===== src/rtl/alu_dmem_mux.sv =====
// Datapath slice: combinational 8-function ALU, 256x16 single-port data memory
// with registered read, and the result mux that feeds the register-file write port.
module alu_dmem_mux (
  input  logic        clk,
  input  logic        reset,
  input  logic [15:0] a,
  input  logic [15:0] b,
  input  logic [2:0]  alu_sel,
  input  logic [7:0]  d_addr,
  input  logic        d_wr,
  input  logic        rf_s,
  output logic [15:0] alu_out,
  output logic [15:0] dmem_out,
  output logic [15:0] mux_out
);

  localparam logic [2:0] OP_ZERO = 3'd0;
  localparam logic [2:0] OP_ADD  = 3'd1;
  localparam logic [2:0] OP_SUB  = 3'd2;
  localparam logic [2:0] OP_PASS = 3'd3;
  localparam logic [2:0] OP_XOR  = 3'd4;
  localparam logic [2:0] OP_OR   = 3'd5;
  localparam logic [2:0] OP_AND  = 3'd6;
  localparam logic [2:0] OP_INC  = 3'd7;

  // Power-up image carried by the RAM bitstream; reset never touches it.
  logic [15:0] mem [0:255] = '{
    27:      16'h21BA,
    42:      16'hA04E,
    60:      16'h71AC,
    126:     16'hB17F,
    default: 16'h0000
  };

  always_comb begin
    alu_out = 16'h0000;
    case (alu_sel)
      OP_ZERO: alu_out = 16'h0000;
      OP_ADD:  alu_out = a + b;
      OP_SUB:  alu_out = a - b;
      OP_PASS: alu_out = a;
      OP_XOR:  alu_out = a ^ b;
      OP_OR:   alu_out = a | b;
      OP_AND:  alu_out = a & b;
      OP_INC:  alu_out = a + 16'd1;
      default: alu_out = 16'h0000;
    endcase
  end

  always_ff @(posedge clk) begin
    if (!reset && d_wr) begin
      mem[d_addr] <= a;
    end
  end

  // Read-before-write: the nonblocking write above lands after this read samples.
  always_ff @(posedge clk) begin
    if (reset) begin
      dmem_out <= 16'h0000;
    end else begin
      dmem_out <= mem[d_addr];
    end
  end

  assign mux_out = rf_s ? dmem_out : alu_out;

endmodule


===== config.mk =====
export PLATFORM = sky130hd
export DESIGN_NAME = alu_dmem_mux
export DESIGN_NICKNAME = d
export VERILOG_FILES = /design/src/rtl/alu_dmem_mux.sv
export SDC_FILE = /design/constraint.sdc
export NUM_CORES = 2
export LEC_CHECK = 0
export CAP_MARGIN = 10
export CORE_MARGIN = 2
export CORE_UTILIZATION = 59
export DETAILED_ROUTE_END_ITERATION = 10
export PLACE_DENSITY = 0.77
export SLEW_MARGIN = 15
export SYNTH_ARGS = -nofsm -noshare
export SYNTH_HDL_FRONTEND = slang
export SYNTH_SLANG_ARGS = --single-unit
export TNS_END_PERCENT = 100

===== constraint.sdc =====
create_clock -name clk -period 8.7 [get_ports clk]
set_input_delay 1.74 -clock clk [delete_from_list [all_inputs] [get_ports clk]]
set_output_delay 1.74 -clock clk [all_outputs]
set_load 0.01 [all_outputs]

==> flow_summary.json <==
{
  "areaGrowthSynthToFinish_pct": 12.4,
  "worst_pin_slew_ns": 1.41,
  "wl_um": 486000,
  "viasPerCell": 7.33,
  "crit_family": "buffers and inverters",
  "post_cts_resized": 0,
  "synth_edf_count": 4096,
  "htree_levels": 5,
  "cp.arrival_ns": 6.21,
  "synth_top_area_share_pct": 76.8,
  "gr-total-overflow": 0,
  "setup_slack_ns": 0.745,
  "synth.most_common_cell": "edfxtp_1",
  "clock_sinks": 4112,
  "clockBufferDepth": 4,
  "cp_max_fo": 21,
  "max_freq_mhz": 126,
  "drt_pass1_iterations": 11,
  "report.final.slew_viol_count": 0,
  "critPathLaunchType": "input pin",
  "cts_hold_buf": 0,
  "ys_warn_count": 0,
  "ys_ff_latch": 4112,
  "status": "finished, final reports clean",
  "die_w_um": 525,
  "place_ws_ns": 0.757,
  "drive_above_1_share_pct": 28.1,
  "nets": 7803,
  "clock_skew_ns": 0.0983,
  "yosysSeqAreaShare_pct": 77.0,
  "grt_usage_pct": 35.3,
  "critPathRequiredTime_ns": 6.96,
  "setup_viol": 0,
  "synth_flop_cell": "edfxtp_1",
  "antenna_found_initial": 38,
  "grt_pass1_vias": 83508,
  "drc_errors": 0,
  "path_buf_inv": 3,
  "ios": 95,
  "synth_area_leaders": "edfxtp_1 77%, mux4_2 15%, mux2i_1 0.93%, nor2_1 0.74%, a22oi_1 0.63%",
  "synth_cell_types": 77,
  "drtIter0Drc": 16409,
  "postCtsSetupBuffers": 0,
  "fin_crit_sh_pct": 91.4,
  "layout_min_cycle_time_ns": 7.95,
  "synth-async-reset-ratio_pct": 0,
  "drv_cap": 0,
  "cp_cell_sequence": "clkdlybuf4s50_1, buf_4, nor3b_1, o31ai_1, xnor2_1, nor2_1, ha_1, and2_1, nand3_1, a21o_1, a311o_1, and3b_1, o31ai_1, mux2_2, clkdlybuf4s50_1",
  "leakage_nw": 56.4,
  "grt_max_degree": 181,
  "rsz0062_at_grt": "false",
  "slew_headroom_pct": 3.52,
  "dp_hpwl_um": 287000,
  "synth_cells": 7217,
  "synth_common_cells": "4096 x edfxtp_1, 1068 x mux4_2, 316 x nor2_1",
  "cts_tree": "done",
  "num_rows": 191,
  "core_um2": 270000,
  "fillers": 15921,
  "portBuffers": 94,
  "multi_input_area_um2": 34600,
  "synth_area_um2": 160000,
  "power.density_nw_per_um2": 230,
  "clock_latency_ns": 0.98,
  "synth_area_per_cell_um2": 22.2,
  "clockRootBuffer": "clkbuf_16",
  "finalSetupTns_ns": 0,
  "start_util_pct": 59.2,
  "cpMaxStageDelayCell": "nor3b_1",
  "total_power_mw": 41.4,
  "final_core_util_pct": 66.5,
  "die_y_um": 525,
  "final_antenna_net_count": 0,
  "path_clk_slew_ns": 0.06,
  "wl_per_cell_um": 41.8,
  "criticalPathCategory": "input pin to primary output",
  "critical_path.max_stage_delay_ns": 0.75,
  "cts_made_buffers": 394,
  "vias": 85079,
  "hold_ws_ns": 1.02,
  "ir_worst_vdd_uv": 158,
  "regArea_um2": 123000,
  "syn_nets": 7315,
  "yosysTopAreaCell": "edfxtp_1",
  "hold_viol": 0,
  "min_path_type": "register to register",
  "place_congestion": 0.997,
  "grt_pass1_wl_um": 669000,
  "crit_path_end_kind": "primary output",
  "dieArea_um2": 275000
}
[path summary, 6_finish.rpt]
| check | slack, ns | cells after the start | end | start |
|---|---|---|---|---|
| min | 1.02 | 5 | dmem_out[11] | mem[45][11] |
| max | 0.75 | 15 | mux_out[13] | alu_sel[1] |
| max reg2reg | 4.82 | 6 | dmem_out[3] | mem[131][3] |
| min reg2reg | 1.02 | 5 | dmem_out[11] | mem[45][11] |
[metal layers]
metal / routed length, µm / up-vias / global-route usage, %
li1: - / 31563 / -
met5: 323 / - / 0.502
met4: 35500 / 30 / 20.3
met3: 78400 / 1713 / 13.1
met2: 216000 / 7924 / 51.6
met1: 155000 / 43849 / 45.8
[power by group]
part	leakage [nW]	internal (mW)	switching (mW)	total, mW
clock	6.23	9.74	7.44	17.2
sequential	36.9	21.8	0.0344	21.8
combinational	13.3	0.787	1.61	2.40
[per-stage QoR]
step,cell area [µm²],cells
floorplan,160000,7217
global placement,167000,10879
detailed placement,167000,10879
CTS,180000,11595
global route,180000,11597
finish,180000,11612
[cells in the final DEF, fill, tap and decap left out, drive strengths merged, types with 9 or more instances in the layout]
cell              n
bufinv           42
nand3            65
clkdlybuf4s50    70
diode            17
ha               50
nand4            13
a22oi           134
a22o             37
mux2i           148
edfxtp         4096
inv              63
o31ai             9
a211oi           19
nand2           176
nor3             37
clkbuf          483
a31oi            24
clkinvlp         17
mux2             59
mux4           1068
nand2b           12
xnor2            17
nor3b            10
clkinv          180
o22ai            73
and3             11
dfxtp            16
a2111oi          10
o21ai            57
o211ai           17
a221oi           41
buf             422
nor2            317
nor2b            19
a21oi           102
[sequential cells by signal, summed over array words and instances, names as in the netlist]
| signal | flops |
|---|---|
| dmem_out | 16 |
| mem | 4096 |
[layout make-up]
class / instances / share of cell area (%)
antenna: 17 / 0.0237
tap: 3570 / 2.48
clock buffer: 466 / 5.75
multi-input combinational: 2636 / 19.3
clock inverter: 250 / 1.33
inverter: 52 / 0.113
sequential: 4112 / 68.6
timing repair buffer: 509 / 2.47
[cell families (layout without fill, tap and decap cells)]
kind of cell | Yosys count | count (layout) | synth area share, %
adder cells (fa/ha/maj) | 51 | 51 | 0.403
flip-flops | 4112 | 4112 | 77.0
AO/OA/AOI/OAI | 583 | 583 | 2.53
other | 0 | 17 | 0
XOR/XNOR | 22 | 22 | 0.120
multiplexers | 1275 | 1275 | 16.4
AND/OR/NAND/NOR | 705 | 705 | 1.95
buffers and inverters | 469 | 1277 | 1.58
[worst register-to-register path, stage by stage (launching register included)]
cell	delay (ns)
edfxtp_1	0.36
mux4_2	0.48
mux2i_1	0.94
o22ai_1	0.28
or4_1	0.66
a21oi_1	0.82
a31oi_1	0.17
Note: power is estimated with default switching activity, not from simulation.
